$ cat config.mk
export PLATFORM = sky130hd
export DESIGN_NAME = truth_table_sweeper
export DESIGN_NICKNAME = d
export VERILOG_FILES = /design/src/rtl/truth_table_sweeper.sv
export SDC_FILE = /design/constraint.sdc
export NUM_CORES = 1
export LEC_CHECK = 0
export CAP_MARGIN = 20
export CORE_UTILIZATION = 52
export CTS_CLUSTER_DIAMETER = 50
export DETAILED_ROUTE_END_ITERATION = 8
export PLACE_DENSITY = 0.77
export RECOVER_POWER = 100
export SLEW_MARGIN = 20
export SYNTH_ARGS = -nofsm -noshare
export SYNTH_HDL_FRONTEND = slang
export SYNTH_SLANG_ARGS = --single-unit
$ cat constraint.sdc
create_clock -name clk -period 2.5 [get_ports clk]
set_input_delay 0.375 -clock clk [delete_from_list [all_inputs] [get_ports clk]]
set_output_delay 0.375 -clock clk [all_outputs]
set_load 0.05 [all_outputs]
$ cat src/rtl/truth_table_sweeper.sv
// truth_table_sweeper: drives every input row of a combinational block, samples its outputs after
// a settle delay and compares the captured truth table against an expected one.
module truth_table_sweeper #(
   parameter int N_IN   = 3,
   parameter int N_OUT  = 2,
   parameter int SETTLE = 2
) (
   input  logic                      clk,
   input  logic                      rst,
   input  logic                      start,
   input  logic                      abort,
   input  logic [N_OUT*2**N_IN-1:0]  expected_tt,
   output logic [N_IN-1:0]           drive_in,
   input  logic [N_OUT-1:0]          sample_out,
   output logic                      busy,
   output logic                      done,
   output logic                      pass,
   output logic [N_OUT*2**N_IN-1:0]  result_tt,
   output logic [N_IN:0]             fail_count,
   output logic [N_IN-1:0]           first_fail_idx
);
   localparam int ROWS = 2**N_IN;
   localparam int TW   = N_OUT*ROWS;
   localparam int CW   = SETTLE > 1 ? $clog2(SETTLE) : 1;
   localparam logic [N_IN-1:0] LAST_ROW = N_IN'(ROWS-1);
   localparam logic [CW-1:0]   LAST_CNT = CW'(SETTLE-1);
   localparam logic [1:0] S_IDLE = 2'd0, S_WAIT = 2'd1, S_SAMPLE = 2'd2, S_DONE = 2'd3;

   logic [1:0]      state_q, state_d;
   logic [N_IN-1:0] idx_q, idx_d, ffi_q, ffi_d;
   logic [CW-1:0]   cnt_q, cnt_d;
   logic [TW-1:0]   exp_q, exp_d, res_q, res_d;
   logic [N_IN:0]   fail_q, fail_d;
   logic            pass_q, pass_d;
   logic            mism;

   assign busy           = state_q == S_WAIT || state_q == S_SAMPLE;
   assign done           = state_q == S_DONE;
   assign drive_in       = busy ? idx_q : '0;
   assign pass           = pass_q;
   assign result_tt      = res_q;
   assign fail_count     = fail_q;
   assign first_fail_idx = ffi_q;
   assign mism           = sample_out != exp_q[idx_q*N_OUT +: N_OUT];

   always_comb begin
      state_d = state_q;
      idx_d   = idx_q;
      cnt_d   = cnt_q;
      exp_d   = exp_q;
      res_d   = res_q;
      fail_d  = fail_q;
      ffi_d   = ffi_q;
      pass_d  = pass_q;
      if (state_q == S_IDLE && start) begin
         state_d = S_WAIT;
         exp_d   = expected_tt;
         res_d   = '0;
         fail_d  = '0;
         ffi_d   = '0;
         pass_d  = 1'b0;
         idx_d   = '0;
         cnt_d   = '0;
      end else if (busy && abort) begin
         state_d = S_IDLE;
      end else if (state_q == S_WAIT) begin
         cnt_d   = cnt_q + 1'b1;
         state_d = cnt_q == LAST_CNT ? S_SAMPLE : S_WAIT;
      end else if (state_q == S_SAMPLE) begin
         res_d[idx_q*N_OUT +: N_OUT] = sample_out;
         fail_d = mism ? fail_q + 1'b1 : fail_q;
         ffi_d  = mism && fail_q == '0 ? idx_q : ffi_q;
         if (idx_q == LAST_ROW) begin
            state_d = S_DONE;
            pass_d  = fail_d == '0;
         end else begin
            state_d = S_WAIT;
            idx_d   = idx_q + 1'b1;
            cnt_d   = '0;
         end
      end else if (state_q == S_DONE) begin
         state_d = S_IDLE;
      end
   end

   always_ff @(posedge clk or posedge rst) begin
      if (rst) begin
         state_q <= S_IDLE;
         idx_q   <= '0;
         cnt_q   <= '0;
         exp_q   <= '0;
         res_q   <= '0;
         fail_q  <= '0;
         ffi_q   <= '0;
         pass_q  <= 1'b0;
      end else begin
         state_q <= state_d;
         idx_q   <= idx_d;
         cnt_q   <= cnt_d;
         exp_q   <= exp_d;
         res_q   <= res_d;
         fail_q  <= fail_d;
         ffi_q   <= ffi_d;
         pass_q  <= pass_d;
      end
   end
endmodule

==> metrics.md, run 1 <==
| Metric | Value |
|---|---|
| Status | finished, final reports clean |
| Clock transition at the registers of the reported paths | 0.08 ns |
| Synth unique cells | 48 |
| Setup violations, final | 0 |
| Final Util | 67.7% |
| Drt drc | 0 |
| Main flop type after synthesis | dfrtp_1 |
| Horiz. Die Dim | 72.5 um |
| Antenna viol nets, final | 0 |
| DP Wirelength | 4100 um |
| Clock sink count | 46 |
| First-pass GRT wire length | 9570 um |
| Setup CP Type | reg -> reg |
| Commonest cells post-synth | nand2_1, dfrtp_1, ha_1 |
| Dpl cell area | 0.00314 mm^2 |
| FF-to-FF setup slack | 0.14 ns |
| Num CTS Buffers | 5 |
| Final setup TNS | 0 ns |
| Routed WL per cell | 14.5 um |
| Clk buf depth | 2 |
| Resized Gates After CTS | 0 |
| Slowest stage delay, CP | 0.57 ns |
| Antenna violations before repair | 0 |
| Area occupied by registers | 0.00115 mm^2 |
| Port Buf Inserts | 50 |
| Cells along the critical path | clkbuf_1 -> mux2i_1 -> mux4_2 -> xor2_2 -> a21oi_1 -> o22ai_1 |
| FFs w/ async S/R, synth | 100% |
| Number of vias per cell | 5.49 |
| Initial core utilization | 54.3% |
| Vias in the first global route | 2055 |
| Synth Instances | 264 |
| Max Freq | 0.424 GHz |
| RSZ-0062 raised after global routing | false |
| Critical-path top delay cell | mux4_2 |
| Final WL | 5570 um |
| Cts hold-fix bufs | 0 |
| Finished Cell Area | 0.00322 mm^2 |
| Pwr/cell area | 1140 mW/mm^2 |
| Hold slack | 0.483 ns |
| Via count | 2112 |
| GP Congestion | 0.907 |
| ANT cells | 0 |
| Number of max-cap violations | 0 |
| Fin. Hold Viols | 0 |
| Flip-flop and latch count after synthesis | 46 |
| Row Count | 25 |
| Initial detailed-routing violation count | 69 |
| CP max FO | 10 |
| Max-slew violations | 0 |
| CP Capture Type | register |
| Share of the clock period used by the worst path | 94.4% |
| Top Ports | 51 |
| Worst Path Required | 2.66 ns |
| CTS tree | built |
| Maximum VDD drop | 508 uV |
| Share of cells above drive strength 1 | 6.60% |
| DIE AREA | 0.00525 mm^2 |
| Class of the most critical hold timing path | reg -> reg |
| Multi-input gate area | 0.00130 mm^2 |
| Cell area after synthesis | 0.00258 mm^2 |
| Rel. slew slack | 46.2% |
| Syn avg cell area | 9.79 um^2 |
| Largest net degree at the start of global routing | 29 |
| Leak | 0.00153 uW |
| Area delta synth->final | 24.6% |
| Nets | 353 |
| Number of flops mapped to enable cells by yosys | 0 |
| Clk Latency, worst-skew pair | 0.31 ns |
| Syn nets | 299 |
| Fill count | 423 |
| Clk root buf | clkbuf_8 |
| DR pass1 iterations | 4 |
| Total GRT Usage | 23.9% |
| Share of the synthesized area in the top cell type | 44.6% |
| GRT Residual Overflow | 0 |
| Yosys top cell by area | dfrtp_1 |
| Startpoint Class | register |
| Post-CTS Setup Inserts | 0 |
| Core Footprint | 0.00475 mm^2 |
| Dominant cells by area after synthesis | dfrtp_1, nand2_1, ha_1 |
| Final Skew | 0.0105 ns |
| DIE HEIGHT | 72.5 um |
| Synth warn | 0 |
| Slew @ Worst Pin | 0.807 ns |
| Most frequent cell after synthesis | nand2_1 |
| WP data arrival | 2.52 ns |
| H-Tree Depth | 2 |
| Register area share after synthesis | 44.6% |
| Crit path time final | 2.36 ns |
metal layers:
metal | vias up | GRT usage [%] | wire, um
met4 | 0 | 9.15 | 76
met2 | 63 | 39.9 | 2790
met5 | - | 0 | 0
li1 | 1036 | - | -
met3 | 8 | 4.17 | 195
met1 | 1005 | 31.2 | 2500
cells by family after synthesis:
kind of cell / count (synthesis) / synth area share, %
AND/OR/NAND/NOR: 110 / 19.9
AO/OA/AOI/OAI: 55 / 15.4
flip-flops: 46 / 44.6
buffers and inverters: 23 / 5.13
adder cells (fa/ha/maj): 13 / 6.30
multiplexers: 12 / 5.67
XOR/XNOR: 5 / 3.00
registers in the layout, summed over array words and instances, names as in the netlist:
signal,count
pass,1
first_fail_idx,3
idx_q,3
cnt_q,1
state_q,2
exp_q,16
fail_count,4
result_tt,16
layout by cell type, fill, tap and decap left out, drive strengths merged, types with 5 or more instances in the layout:
cell type      Yosys  routed
o21ai              9       9
a21oi             10      10
buf                9       5
mux2i              9       9
dlygate4sd3        0      26
nor3               9       9
dfrtp             46      46
a22o              12      12
inv               10       9
nor2               8       8
clkdlybuf4s50      0      21
nand2b             8       8
clkbuf             4      14
ha                13      13
nand2             59      59
metrics by stage:
step                      setup WS [ns]  std cells  total power, uW
final                             0.140        385             3690
after CTS                         0.139        385             3750
after global routing             0.0462        385             3950
after floorplan                   0.295        264             2680
after detailed placement          0.335        378             3180
after global placement            0.348        378             3140
power by group:
| group | switching (uW) | internal (uW) | total (uW) | leakage (uW) |
|---|---|---|---|---|
| clock | 253 | 320 | 573 | 0.0000573 |
| combinational | 1240 | 720 | 1960 | 0.000858 |
| sequential | 183 | 969 | 1150 | 0.000610 |
| total | 1680 | 2010 | 3690 | 0.00153 |
critical path, delay by kind of cell, from the launching register on:
family / cells / cell delay, ns
multiplexers: 2 / 0.69
flip-flops: 1 / 0.50
AO/OA/AOI/OAI: 2 / 0.50
buffers and inverters: 1 / 0.31
XOR/XNOR: 1 / 0.22
path summary, 6_finish.rpt:
check	start	end	cells past startpoint
worst max-delay path	idx_q[0]	first_fail_idx[1]	6
worst min-delay path	exp_q[4]	exp_q[4]	2
worst max register to register	idx_q[0]	first_fail_idx[1]	6
worst min register to register	exp_q[4]	exp_q[4]	2
max in group asynchronous	rst	cnt_q	3
min in group asynchronous	rst	first_fail_idx[0]	2
layout make-up:
type	instances	area share [%]
multi-input combinational	195	40.2
sequential	46	35.7
timing repair buffer	60	16.7
tap	67	2.60
clock buffer	6	2.56
inverter	10	1.17
clock inverter	1	0.932
(Power assumes the default switching activity.)
==> inputs of run 2 (changes only) <==
--- a/config.mk
+++ b/config.mk
@@ -7,8 +7,9 @@
 export LEC_CHECK = 0
 export CAP_MARGIN = 20
 export CORE_UTILIZATION = 52
-export CTS_CLUSTER_DIAMETER = 50
+export CTS_CLUSTER_DIAMETER = 60
 export DETAILED_ROUTE_END_ITERATION = 8
+export HOLD_SLACK_MARGIN = 0.05
 export PLACE_DENSITY = 0.77
 export RECOVER_POWER = 100
 export SLEW_MARGIN = 20
==> results of run 2 <==
The final DEF is identical to that of run 1; final timing and power are the same.
